$ cat config.mk
export PLATFORM = sky130hd
export DESIGN_NAME = i2s_slave_rx
export DESIGN_NICKNAME = d
export VERILOG_FILES = /design/src/rtl/i2s_slave_rx.sv
export SDC_FILE = /design/constraint.sdc
export NUM_CORES = 1
export LEC_CHECK = 0
export CELL_PAD_IN_SITES_DETAIL_PLACEMENT = 1
export CELL_PAD_IN_SITES_GLOBAL_PLACEMENT = 2
export CORE_ASPECT_RATIO = 0.5
export CORE_MARGIN = 8
export CORE_UTILIZATION = 39
export DETAILED_ROUTE_END_ITERATION = 8
export GPL_TIMING_DRIVEN = 0
export PLACE_DENSITY = 0.81
export SYNTH_ARGS = -nofsm -noshare
export SYNTH_HDL_FRONTEND = slang
export SYNTH_SLANG_ARGS = --single-unit
$ cat constraint.sdc
create_clock -name clk_i -period 6.2 [get_ports clk_i]
set_input_delay 0.62 -clock clk_i [delete_from_list [all_inputs] [get_ports clk_i]]
set_output_delay 0.62 -clock clk_i [all_outputs]
set_load 0.03 [all_outputs]
$ cat src/rtl/i2s_slave_rx.sv
`default_nettype none
// ============================================================================
//  Module      : i2s_slave_rx
//  Description : Slave-mode I2S serial receiver. Oversamples externally
//                driven sck/ws/sd in the clk_i domain and deserialises
//                I2S, MSB-justified and LSB-justified frames (8/16/24/32 b)
//                into right-aligned PCM words behind a valid/ready port.
//  Revision    : 1.0 - initial release
// ============================================================================
module i2s_slave_rx #(
    parameter int DATA_WIDTH = 32   // must not exceed 32 (shift register width)
) (
    input  logic                  clk_i,
    input  logic                  rst_i,
    input  logic                  en_i,
    input  logic [1:0]            fmt_i,
    input  logic [1:0]            dtl_i,
    input  logic                  pol_i,
    input  logic                  sck_i,
    input  logic                  ws_i,
    input  logic                  sd_i,
    output logic [DATA_WIDTH-1:0] data_o,
    output logic                  chl_o,
    output logic                  valid_o,
    input  logic                  ready_i,
    output logic                  ovf_o,
    output logic                  busy_o
);

    localparam logic [1:0] S_IDLE   = 2'd0;
    localparam logic [1:0] S_SYNC   = 2'd1;
    localparam logic [1:0] S_RUN    = 2'd2;

    localparam logic [1:0] FMT_I2S  = 2'b00;
    localparam logic [1:0] FMT_LSB  = 2'b10;
    localparam logic [1:0] FMT_NONE = 2'b11;

    // Synchroniser and edge-detect flops
    logic sck_s1_q, sck_s2_q, sck_s3_q;
    logic ws_s1_q, ws_s2_q;
    logic sd_s1_q, sd_s2_q;

    // Serial-side state
    logic [1:0]  state_q, state_d;
    logic [31:0] sr_q, sr_d;
    logic [5:0]  cnt_q, cnt_d;
    logic        chl_lat_q, chl_lat_d;
    logic        ws_d1_q, ws_d1_d;
    logic        ws_ref_d_q, ws_ref_d_d;

    // Output-side state
    logic [DATA_WIDTH-1:0] data_q, data_d;
    logic                  chl_q, chl_d;
    logic                  valid_q, valid_d;
    logic                  ovf_q, ovf_d;

    // Combinational helpers
    logic        w_se;
    logic        w_ws_ref;
    logic        w_tr;
    logic        w_run_edge;
    logic [5:0]  w_n;
    logic [31:0] w_mask;
    logic [31:0] w_shift;
    logic        w_done;
    logic [31:0] w_word;
    logic        w_word_chl;

    // Two-flop synchronisers on all serial pins, plus a third sck flop for edge detection
    always_ff @(posedge clk_i or posedge rst_i) begin
        if (rst_i) begin
            sck_s1_q <= 1'b0;
            sck_s2_q <= 1'b0;
            sck_s3_q <= 1'b0;
            ws_s1_q  <= 1'b0;
            ws_s2_q  <= 1'b0;
            sd_s1_q  <= 1'b0;
            sd_s2_q  <= 1'b0;
        end else begin
            sck_s1_q <= sck_i;
            sck_s2_q <= sck_s1_q;
            sck_s3_q <= sck_s2_q;
            ws_s1_q  <= ws_i;
            ws_s2_q  <= ws_s1_q;
            sd_s1_q  <= sd_i;
            sd_s2_q  <= sd_s1_q;
        end
    end

    // Sample strobe on the selected sck edge; ws/sd share the same sync delay
    assign w_se = pol_i ? (sck_s3_q & ~sck_s2_q) : (~sck_s3_q & sck_s2_q);

    // I2S frames lag ws by one bit, so the delayed ws marks the word boundary
    assign w_ws_ref   = (fmt_i == FMT_I2S) ? ws_d1_q : ws_s2_q;
    assign w_tr       = (w_ws_ref != ws_ref_d_q);
    assign w_run_edge = (state_q == S_RUN) ||
                        ((state_q == S_SYNC) && w_tr && (fmt_i != FMT_NONE));
    assign w_shift    = {sr_q[30:0], sd_s2_q};

    // Word length and the matching right-aligned mask
    always_comb begin
        w_n    = 6'd8;
        w_mask = 32'h0000_00FF;
        case (dtl_i)
            2'b00: begin w_n = 6'd8;  w_mask = 32'h0000_00FF; end
            2'b01: begin w_n = 6'd16; w_mask = 32'h0000_FFFF; end
            2'b10: begin w_n = 6'd24; w_mask = 32'h00FF_FFFF; end
            default: begin w_n = 6'd32; w_mask = 32'hFFFF_FFFF; end
        endcase
    end

    // Frame tracking, bit counting and word-completion detection
    always_comb begin
        state_d    = state_q;
        sr_d       = sr_q;
        cnt_d      = cnt_q;
        chl_lat_d  = chl_lat_q;
        ws_d1_d    = ws_d1_q;
        ws_ref_d_d = ws_ref_d_q;
        w_done     = 1'b0;
        w_word     = 32'd0;
        w_word_chl = 1'b0;
        if (!en_i || (state_q == S_IDLE)) begin
            state_d    = en_i ? S_SYNC : S_IDLE;
            sr_d       = 32'd0;
            cnt_d      = 6'd0;
            chl_lat_d  = 1'b0;
            ws_d1_d    = 1'b0;
            ws_ref_d_d = 1'b0;
        end else if (w_se) begin
            ws_d1_d    = ws_s2_q;
            ws_ref_d_d = w_ws_ref;
            if ((state_q == S_SYNC) && w_tr && (fmt_i != FMT_NONE)) begin
                state_d = S_RUN;
            end
            if (w_run_edge) begin
                if (fmt_i == FMT_LSB) begin
                    // Word ends at the ws edge; the very first edge has no
                    // full word behind it, so only RUN-state edges emit.
                    sr_d = w_shift;
                    if (w_tr && (state_q == S_RUN)) begin
                        w_done     = 1'b1;
                        w_word     = sr_q & w_mask;
                        w_word_chl = ws_ref_d_q;
                    end
                end else if (w_tr) begin
                    sr_d      = {31'd0, sd_s2_q};
                    cnt_d     = 6'd1;
                    chl_lat_d = w_ws_ref;
                end else if (cnt_q < w_n) begin
                    sr_d  = w_shift;
                    cnt_d = cnt_q + 6'd1;
                    if ((cnt_q + 6'd1) == w_n) begin
                        w_done     = 1'b1;
                        w_word     = w_shift & w_mask;
                        w_word_chl = chl_lat_q;
                    end
                end
            end
        end
    end

    // Output handshake: load on completion if the slot is free or being drained
    always_comb begin
        data_d  = data_q;
        chl_d   = chl_q;
        valid_d = valid_q;
        ovf_d   = ovf_q;
        if (!en_i || (state_q == S_IDLE)) begin
            data_d  = '0;
            chl_d   = 1'b0;
            valid_d = 1'b0;
            ovf_d   = 1'b0;
        end else begin
            if (valid_q && ready_i) begin
                valid_d = 1'b0;
            end
            if (w_done) begin
                if (!valid_q || ready_i) begin
                    data_d  = w_word[DATA_WIDTH-1:0];
                    chl_d   = w_word_chl;
                    valid_d = 1'b1;
                end else begin
                    ovf_d = 1'b1;
                end
            end
        end
    end

    // State and output registers
    always_ff @(posedge clk_i or posedge rst_i) begin
        if (rst_i) begin
            state_q    <= S_IDLE;
            sr_q       <= 32'd0;
            cnt_q      <= 6'd0;
            chl_lat_q  <= 1'b0;
            ws_d1_q    <= 1'b0;
            ws_ref_d_q <= 1'b0;
            data_q     <= '0;
            chl_q      <= 1'b0;
            valid_q    <= 1'b0;
            ovf_q      <= 1'b0;
        end else begin
            state_q    <= state_d;
            sr_q       <= sr_d;
            cnt_q      <= cnt_d;
            chl_lat_q  <= chl_lat_d;
            ws_d1_q    <= ws_d1_d;
            ws_ref_d_q <= ws_ref_d_d;
            data_q     <= data_d;
            chl_q      <= chl_d;
            valid_q    <= valid_d;
            ovf_q      <= ovf_d;
        end
    end

    assign data_o  = data_q;
    assign chl_o   = chl_q;
    assign valid_o = valid_q;
    assign ovf_o   = ovf_q;
    assign busy_o  = (state_q == S_RUN);

endmodule
`default_nettype wire

==> impl_results.md, run 1 <==
* Net load switching power at 328 uW
* Top FF cell, synth: dfrtp_1
* Delay-heaviest family, CP: buffers and inverters
* Crit path time final at 3.84 ns
* Avg WL per Cell at 20.3 um
* P&R area growth vs syn at 20.8%
* Routability cong. at 0.803
* First drt pass iteration count at 4
* Die Ht at 94.3 um
* Nature of the critical path endpoint: flip-flop
* Count leader, synth: dfrtp_1
* CTS tree: yes
* Post-synth EDFFs at 0
* Antenna Cells at 0
* Crit-path cells: clkdlybuf4s50_1, ha_1, buf_2, clkbuf_1, inv_1, ha_1, a21oi_1, nand4_1, a211o_1, buf_2, clkbuf_1, o211ai_1, o31ai_2
* Clock power frac at 44.0%
* Post-route ant nets at 0
* Worst vdd ir at 0.111 mV
* Hold Worst Slack at 0.353 ns
* Reg power frac at 46.1%
* Initial antenna violation count at 0
* Routed Wire Length at 14.6 mm
* Clock root buffer: clkbuf_16
* Sw Ratio at 27.0%
* # IOs at 48
* Hold Buf Count CTS at 0
* Final HPWL DP at 10.7 mm
* CORE AREA at 0.0119 sq mm
* Die footprint at 0.0163 sq mm
* Netlist cell types at 56
* Max-slew headroom at 29.4%
* Pins over their slew limit at 0
* Nets at 571
* Post-synthesis cell area at 0.00479 sq mm
* Avg Cell Area, Syn at 9.71 sq um
* Synth Instances at 493
* Clock Skews at 0.00887 ns
* Via density per instance at 5.64
* Final Util at 48.7%
* CP peak stage delay at 0.50 ns
* Combinational power share at 9.9%
* CP startpoint kind: input pin
* Top post-synthesis cells by area: dfrtp_1 (44%), o31ai_2 (8.1%), nand2_1 (6.2%), o211ai_1 (5.8%), a21oi_1 (4.2%)
* Pwr dens at 210 mW/mm^2
* LEAKAGE at 0.00225 uW
* Total track usage at 18.3%
* Warning count from the yosys run at 0
* Vias at 4071
* Gr ovfl total at 0
* Post-synth top area share at 44.4%
* Final setup fails at 0
* Crit Path Max Fanout at 10
* Achievable frequency at 0.260 GHz
* Worst path slowest cell: clkdlybuf4s50_1
* Internal Power at 887 uW
* RSZ-0062 raised after global routing: no
* DIE WIDTH at 173 um
* Starting Density at 40.3%
* # DRC at 0
* Num rows at 28
* Synth Net Count at 512
* Asr flop ratio synth at 100%
* DRT iter0 DRCs at 317
* Crit path kind: in2reg
* Clock Sinks at 85
* IO Port Bufs at 47
* Worst-margin pin slew at 1.05 ns
* Pin count of the biggest net entering global routing at 45
* Status: finished clean
* Sequential area share after synthesis at 44.4%
* Crit path DAT at 4.06 ns
* Commonest cells in the netlist: dfrtp_1 (85), nand2_1 (79), a21oi_1 (40)
* Vias in the first global route at 4230
* HP Class: reg2reg
* Clk slew on worst S/H paths at 0.07 ns
* Max Cap Viol at 0
* Tcrit/Tclk final at 61.9%
* Longest Clk Path Bufs at 2
* TNS Setup at 0 ns
* Resized Gates After CTS at 0
* Worst path bufs/invs at 6
* Placed cells at 706
* Final Hold Vio Count at 0
* Skew-Pair Late Insertion Delay at 0.34 ns
* Layout cells sized above 1 at 13.6%
* Yosys reg bits at 85
* CP required at 6.42 ns
* Final Instance Count excl. Fillers at 722
* TritonCTS Buffers at 9
* Post-synth top area cell: dfrtp_1
* H-Tree Depth at 3
* Buffer count from post-CTS setup fixing at 0
* First-pass GRT wire length at 23.9 mm
-- logic make-up (layout without fill, tap and decap cells) --
group	after synthesis	in the layout	synth area share (%)
buffers and inverters	56	120	5.44
DFF	85	85	44.4
adders and majority gates	7	7	1.83
AOI/OAI and AO/OA	170	170	29.2
and+or+nand+nor	158	158	15.4
muxes	11	11	2.30
xor gates and xnor gates	6	6	1.41
-- flip-flops by register name, indices dropped and copies added (netlist names) --
register	flops
ws_s2_q	1
sd_s2_q	1
ovf_o	1
ws_d1_q	1
sd_s1_q	1
data_o	32
sck_s1_q	1
valid_o	1
sck_s3_q	1
state_q	2
chl_lat_q	1
ws_ref_d_q	1
ws_s1_q	1
sck_s2_q	1
sr_q	32
chl_o	1
cnt_q	6
-- final timing paths --
check | slack [ns] | depth (start not counted) | endpoint | from
max reg2reg | 3.46 | 9 | data_o[7]$_DFFE_PP0P_ | cnt_q[4]$_DFFE_PP0P_
max | 2.36 | 13 | data_o[7]$_DFFE_PP0P_ | dtl_i[1]
min reg2reg | 0.35 | 0 | sck_s2_q$_DFF_PP0_ | sck_s1_q$_DFF_PP0_
max in group asynchronous | 4.86 | 3 | ovf_o$_DFFE_PP0P_ | rst_i
min | 0.35 | 0 | sck_s2_q$_DFF_PP0_ | sck_s1_q$_DFF_PP0_
min in group asynchronous | 0.70 | 2 | data_o[6]$_DFFE_PP0P_ | rst_i
-- layout by cell type (no fill, tap or decap), types with 4 or more instances in the layout --
| cell type | Yosys | final |
|---|---|---|
| a21oi_1 | 40 | 40 |
| xnor2_1 | 4 | 4 |
| o21ai_0 | 11 | 11 |
| nand2b_1 | 4 | 4 |
| nand2_1 | 79 | 79 |
| clkdlybuf4s50_1 | 0 | 47 |
| a22o_1 | 11 | 11 |
| nand3_1 | 35 | 35 |
| inv_1 | 10 | 9 |
| nor2_1 | 18 | 18 |
| ha_1 | 7 | 7 |
| buf_6 | 4 | 4 |
| mux2i_1 | 11 | 11 |
| clkbuf_1 | 30 | 31 |
| a21o_1 | 8 | 8 |
| dfrtp_1 | 85 | 85 |
| nor3_1 | 4 | 4 |
| o21ai_1 | 5 | 5 |
| o31ai_2 | 31 | 31 |
| buf_2 | 7 | 7 |
| clkbuf_16 | 0 | 9 |
| a31oi_1 | 4 | 4 |
| o211ai_1 | 37 | 37 |
-- power groups by stage --
| stage | clock network, uW | registers, uW | logic [uW] |
|---|---|---|---|
| 3_5_place_dp | 0 | 571 | 121 |
| 6_report | 534 | 560 | 120 |
| 4_1_cts | 548 | 560 | 122 |
| 3_3_place_gp | 0 | 571 | 118 |
| 2_1_floorplan | 0 | 570 | 77.0 |
| 5_1_grt | 567 | 560 | 133 |
-- per-stage QoR --
step,setup WS [ns],power (uW),cell area (sq um)
final,2.36,1220,5780
after global routing,2.11,1260,5780
after CTS,2.39,1230,5780
after detailed placement,2.04,692,5490
after global placement,1.76,689,5460
after floorplan,3.22,647,4790
-- layout make-up --
class | instances | area, sq um
multi-input cells | 352 | 2400
well taps | 165 | 206
plain buffers | 46 | 223
clock inverters | 4 | 31.3
inverters | 10 | 40.0
flip-flops and latches | 85 | 2130
fillers | 1352 | 6100
clock buffers | 12 | 256
repair buffers | 48 | 498
-- layer usage --
layer | share of wire, % | global-route usage (%) | up-vias | wire, um
met5 | 0 | 0 | - | 0
met4 | 0.99 | 4.63 | 0 | 145
met3 | 4.1 | 4.38 | 15 | 600
met2 | 45 | 29.2 | 67 | 6560
met1 | 50 | 25.0 | 2071 | 7330
li1 | - | - | 1918 | -
No activity file was read; power rests on OpenSTA's default activity.
==> run 2, diff against run 1 <==
Settings changed: CORE_UTILIZATION 39 to 33, PLACE_DENSITY 0.81 to 0.72.
Clock period 6.2 ns to 3.5 ns, I/O delays scaled along.
==> impl_results.md, run 2 (synthesis gave the netlist of run 1 again) <==
* Worst vdd ir at 0.223 mV
* Vias at 4030
* Worst path slowest cell: clkdlybuf4s50_1
* Pin count of the biggest net entering global routing at 49
* First drt pass iteration count at 4
* # IOs at 48
* DIE WIDTH at 186 um
* Total track usage at 15.9%
* Sw Ratio at 26.2%
* Max-slew headroom at 26.3%
* CP peak stage delay at 0.51 ns
* Via density per instance at 5.34
* Gr ovfl total at 0
* Skew-Pair Late Insertion Delay at 0.34 ns
* Final setup fails at 0
* Clock root buffer: clkbuf_16
* TNS Setup at 0 ns
* Longest Clk Path Bufs at 2
* Worst R2R Setup Slack at 0.72 ns
* CORE AREA at 0.0143 sq mm
* Footprint of the multi-input gates at 0.00240 sq mm
* Achievable frequency at 0.315 GHz
* Starting Density at 33.4%
* Crit path launch: dtl_i[1]
* Worst path bufs/invs at 5
* Last element of the critical path: data_o[8]$_DFFE_PP0P_
* H-Tree Depth at 3
* Routability cong. at 0.768
* Pwr dens at 390 mW/mm^2
* P&R area growth vs syn at 22.5%
* Clk slew on worst S/H paths at 0.07 ns
* Worst reg2reg path depth at 7
* CP required at 3.72 ns
* Die footprint at 0.0188 sq mm
* Layout cells sized above 1 at 13.8%
* TritonCTS Buffers at 9
* LEAKAGE at 0.00227 uW
* Buffer count from post-CTS setup fixing at 0
* Hold path depth at 0
* CP Depth at 12
* Crit path time final at 3.17 ns
* Clock power frac at 47.3%
* Internal Power at 1680 uW
* Reg power frac at 43.4%
* Final Hold Vio Count at 0
* Final WS setup at 0.329 ns
* Nets at 570
* Commonest non-fill, non-tap cells in the layout: dfrtp_1 (85), nand2_1 (79), clkdlybuf4s50_1 (47), a21oi_1 (40), o211ai_1 (37)
* Pwr Total at 2280 uW
* DRT iter0 DRCs at 248
* Routed Wire Length at 14.5 mm
* Final Util at 40.9%
* Delay-heaviest family, CP: buffers and inverters
* RSZ-0062 raised after global routing: no
* Final Cell Area at 0.00586 sq mm
* Die Ht at 101 um
* CTS tree: yes
* First-pass GRT wire length at 24.3 mm
* Crit Path Max Fanout at 19
* Final HPWL DP at 10.8 mm
* Vias in the first global route at 4361
* FF-to-FF End: data_o[8]$_DFFE_PP0P_
* Pre-CTS setup slack at -0.414 ns
* Crit path kind: in2reg
* Hold Buf Count CTS at 0
* Max Cap Viol at 0
* Clock Skews at 0.00602 ns
* Commonest non-fill, non-tap cell in the layout: dfrtp_1
* Combinational power share at 9.3%
* Nature of the critical path endpoint: flip-flop
* Post-placement cell area at 0.00553 sq mm
* CP startpoint kind: input pin
* Status: finished clean
* Crit path DAT at 3.39 ns
* Avg WL per Cell at 19.3 um
* Worst-margin pin slew at 1.10 ns
* HP Class: reg2reg
* Resized Gates After CTS at 0
* Antenna Cells at 0
* # DRC at 0
* Crit-path cells: clkdlybuf4s50_1, ha_1, buf_2, inv_1, ha_1, a21oi_1, nand4_1, a211o_1, buf_2, clkbuf_1, o211ai_1, o31ai_2
* Tcrit/Tclk final at 90.6%
* Post-route ant nets at 0
* Net load switching power at 599 uW
* Worst R2R Start: ws_ref_d_q$_DFFE_PP0P_
* IO Port Bufs at 47
* Pins over their slew limit at 0
* Num rows at 31
* Fillers at 1631
* Register Area at 0.00213 sq mm
* Initial antenna violation count at 0
* Clock Sinks at 85
run 2: cell count changes in the layout (fill, tap and decap cells not counted), sizes merged:
cell / change
inv: +2
clkinv: +1
clkinvlp: -2
clkbuf: -4
bufinv: +2
run 2: power by group through the flow:
stage / sequential [uW] / clock [uW] / combinational (uW)
floorplan: 1010 / 0 / 136
global placement: 1010 / 0 / 212
detailed placement: 1010 / 0 / 216
CTS: 992 / 1110 / 216
global route: 993 / 1140 / 236
finish: 992 / 1080 / 212
run 2: metal layers:
layer / vias up / part of all wire, % / global-route usage [%] / routed length, um
met1: 2058 / 51 / 22.1 / 7360
li1: 1908 / - / - / -
met4: 0 / 0.74 / 3.73 / 108
met2: 54 / 45 / 24.9 / 6590
met5: - / 0 / 0 / 0
met3: 10 / 3.3 / 3.30 / 478
run 2: worst reg2reg max path, delay by kind of cell (launching register included):
kind | cells | cell delay [ns]
AO/OA/AOI/OAI | 3 | 1.17
buffers and inverters | 2 | 0.72
flip-flops | 1 | 0.37
XOR/XNOR | 1 | 0.29
AND/OR/NAND/NOR | 1 | 0.15
run 2: per-stage QoR:
step                      hold WS (ns)  instances
after detailed placement         0.336        739
final                            0.348        754
after global placement           0.334        738
after global routing             0.361        754
after floorplan                  0.331        493
after CTS                        0.351        754
run 2: worst min-delay path by stage:
stage | from | end | slack (ns)
final | ws_s1_q$_DFF_PP0_ | ws_s2_q$_DFF_PP0_ | 0.35
after global routing | sck_s1_q$_DFF_PP0_ | sck_s2_q$_DFF_PP0_ | 0.36
after CTS | ws_s1_q$_DFF_PP0_ | ws_s2_q$_DFF_PP0_ | 0.35
after detailed placement | ws_s1_q$_DFF_PP0_ | ws_s2_q$_DFF_PP0_ | 0.34
after global placement | ws_s1_q$_DFF_PP0_ | ws_s2_q$_DFF_PP0_ | 0.33
after floorplan | sck_s1_q$_DFF_PP0_ | sck_s2_q$_DFF_PP0_ | 0.33
run 2: cell type report:
type	instances	share of cell area [%]
Multi-Input combinational cell	352	40.9
Sequential cell	85	36.3
Timing Repair Buffer	48	8.50
Tap cell	198	4.23
Clock buffer	9	3.84
Buffer	45	3.74
Clock inverter	7	1.79
Inverter	10	0.683
==> run 3, diff against run 2 <==
Settings changed: CORE_UTILIZATION 33 to 36, PLACE_DENSITY 0.72 to 0.75.
Clock period 3.5 ns to 2.95 ns, I/O delays scaled along.
==> impl_results.md, run 3 (synthesis gave the netlist of run 1 again) <==
* Longest Clk Path Bufs at 2
* Initial antenna violation count at 0
* Commonest non-fill, non-tap cells in the layout: dfrtp_1 (85), nand2_1 (79), clkdlybuf4s50_1 (46), a21oi_1 (39), o211ai_1 (37)
* Avg WL per Cell at 19.9 um
* Crit path kind: in2reg
* Routability cong. at 0.757
* Antenna Cells at 0
* Max Cap Viol at 0
* Worst path slowest cell: clkdlybuf4s50_1
* H-Tree Depth at 3
* Crit path DAT at 3.05 ns
* Max-slew headroom at 42.8%
* First-pass GRT wire length at 24.1 mm
* Final Util at 46.0%
* TritonCTS Buffers at 9
* IO Port Bufs at 47
* CORE AREA at 0.0128 sq mm
* P&R area growth vs syn at 23.2%
* Pwr dens at 442 mW/mm^2
* Clock Sinks at 85
* Die footprint at 0.0175 sq mm
* Skew-Pair Late Insertion Delay at 0.34 ns
* # DRC at 0
* DRT iter0 DRCs at 235
* Status: finished clean
* Hold Buf Count CTS at 0
* Die Ht at 97.5 um
* Clock root buffer: clkbuf_16
* Worst-margin pin slew at 0.858 ns
* Post-route ant nets at 0
* Final setup fails at 0
* LEAKAGE at 0.00232 uW
* Achievable frequency at 0.357 GHz
* Crit path time final at 2.80 ns
* Commonest non-fill, non-tap cell in the layout: dfrtp_1
* Routed Wire Length at 14.5 mm
* Final Hold Vio Count at 0
* CTS tree: yes
* Vias at 4053
* TNS Setup at 0 ns
* Starting Density at 37.4%
* Fillers at 1442
* Hold Worst Slack at 0.348 ns
* Worst vdd ir at 0.203 mV
* Clock Skews at 0.00545 ns
* Num rows at 29
* Pin count of the biggest net entering global routing at 44
* Nature of the critical path endpoint: flip-flop
* Pwr Total at 2610 uW
* Gr ovfl total at 0
* Tcrit/Tclk final at 94.9%
* Crit Path Max Fanout at 10
* Via density per instance at 5.54
* Cell mode on critical path: buf_4
* # IOs at 48
* CP startpoint kind: input pin
* Pins over their slew limit at 0
* HP Class: reg2reg
* Clk slew on worst S/H paths at 0.06 ns
* Crit-path cells: clkdlybuf4s50_1, ha_2, buf_6, buf_8, inv_1, ha_1, o211ai_1, nand4_1, buf_4, a211oi_1, o21ai_2, buf_4, o31ai_2
* Final Cell Area at 0.00590 sq mm
* DIE WIDTH at 179 um
* CP peak stage delay at 0.49 ns
* CP required at 3.20 ns
* First drt pass iteration count at 4
* Post-placement cell area at 0.00550 sq mm
* Nets at 576
* Vias in the first global route at 4285
* Total track usage at 17.3%
* Layout cells sized above 1 at 16.0%
* Final HPWL DP at 10.6 mm
==> run 3: final timing paths <==
kind                                       from                     end  slack [ns]  depth (start not counted)
max in group asynchronous                 rst_i  data_o[25]$_DFFE_PP0P_        1.92                          3
setup reg to reg           cnt_q[4]$_DFFE_PP0P_   data_o[7]$_DFFE_PP0P_        0.33                          9
hold / removal                sd_s1_q$_DFF_PP0_       sd_s2_q$_DFF_PP0_        0.35                          0
hold reg to reg               sd_s1_q$_DFF_PP0_       sd_s2_q$_DFF_PP0_        0.35                          0
min in group asynchronous                 rst_i   data_o[4]$_DFFE_PP0P_        0.38                          2
setup / recovery                       dtl_i[0]   data_o[7]$_DFFE_PP0P_        0.15                         13
==> run 3: per-layer routing <==
| layer | vias up | track usage, % | part of all wire, % |
|---|---|---|---|
| met5 | - | 0 | 0 |
| li1 | 1927 | - | - |
| met1 | 2041 | 25.0 | 50 |
| met3 | 15 | 3.57 | 5.3 |
| met4 | 0 | 3.35 | 1.1 |
| met2 | 70 | 26.0 | 44 |
==> run 3: critical path: cells and delay by family <==
family | cells | cell delay [ns]
simple gates | 1 | 0.19
buf+inv | 6 | 1.22
fa+ha+maj | 2 | 0.47
compound gates | 4 | 0.87
==> run 3: final cells by class <==
cell class | count | area [sq um] | share of cell area [%]
timing repair buffer | 53 | 538 | 9.13
clock inverter | 5 | 58.8 | 0.997
tap | 170 | 213 | 3.61
buffer | 46 | 249 | 4.22
multi-input combinational | 352 | 2430 | 41.2
inverter | 10 | 40.0 | 0.679
clock buffer | 11 | 243 | 4.12
sequential | 85 | 2130 | 36.1
==> run 3: per-stage QoR <==
step	instances	setup slack, ns
6_report	732	0.150
4_1_cts	730	0.0155
5_1_grt	732	-0.00423
3_3_place_gp	710	-1.25
3_5_place_dp	711	-1.01
2_1_floorplan	493	0.294
==> run 3: repair_timing <==
item	in CTS	in global routing
endpoints found under the setup margin	71	64
pin swaps	3	3
hold endpoints to repair	0	0
gates resized for setup	7	16
buffers inserted	3	2
==> run 3: power by group <==
group          internal, uW  switching, uW  leakage [uW]  total (uW)
combinational          77.0            186       0.00100         263
clock                   682            485      0.000142        1170
sequential             1170           4.95       0.00117        1180
total                  1930            676       0.00232        2610
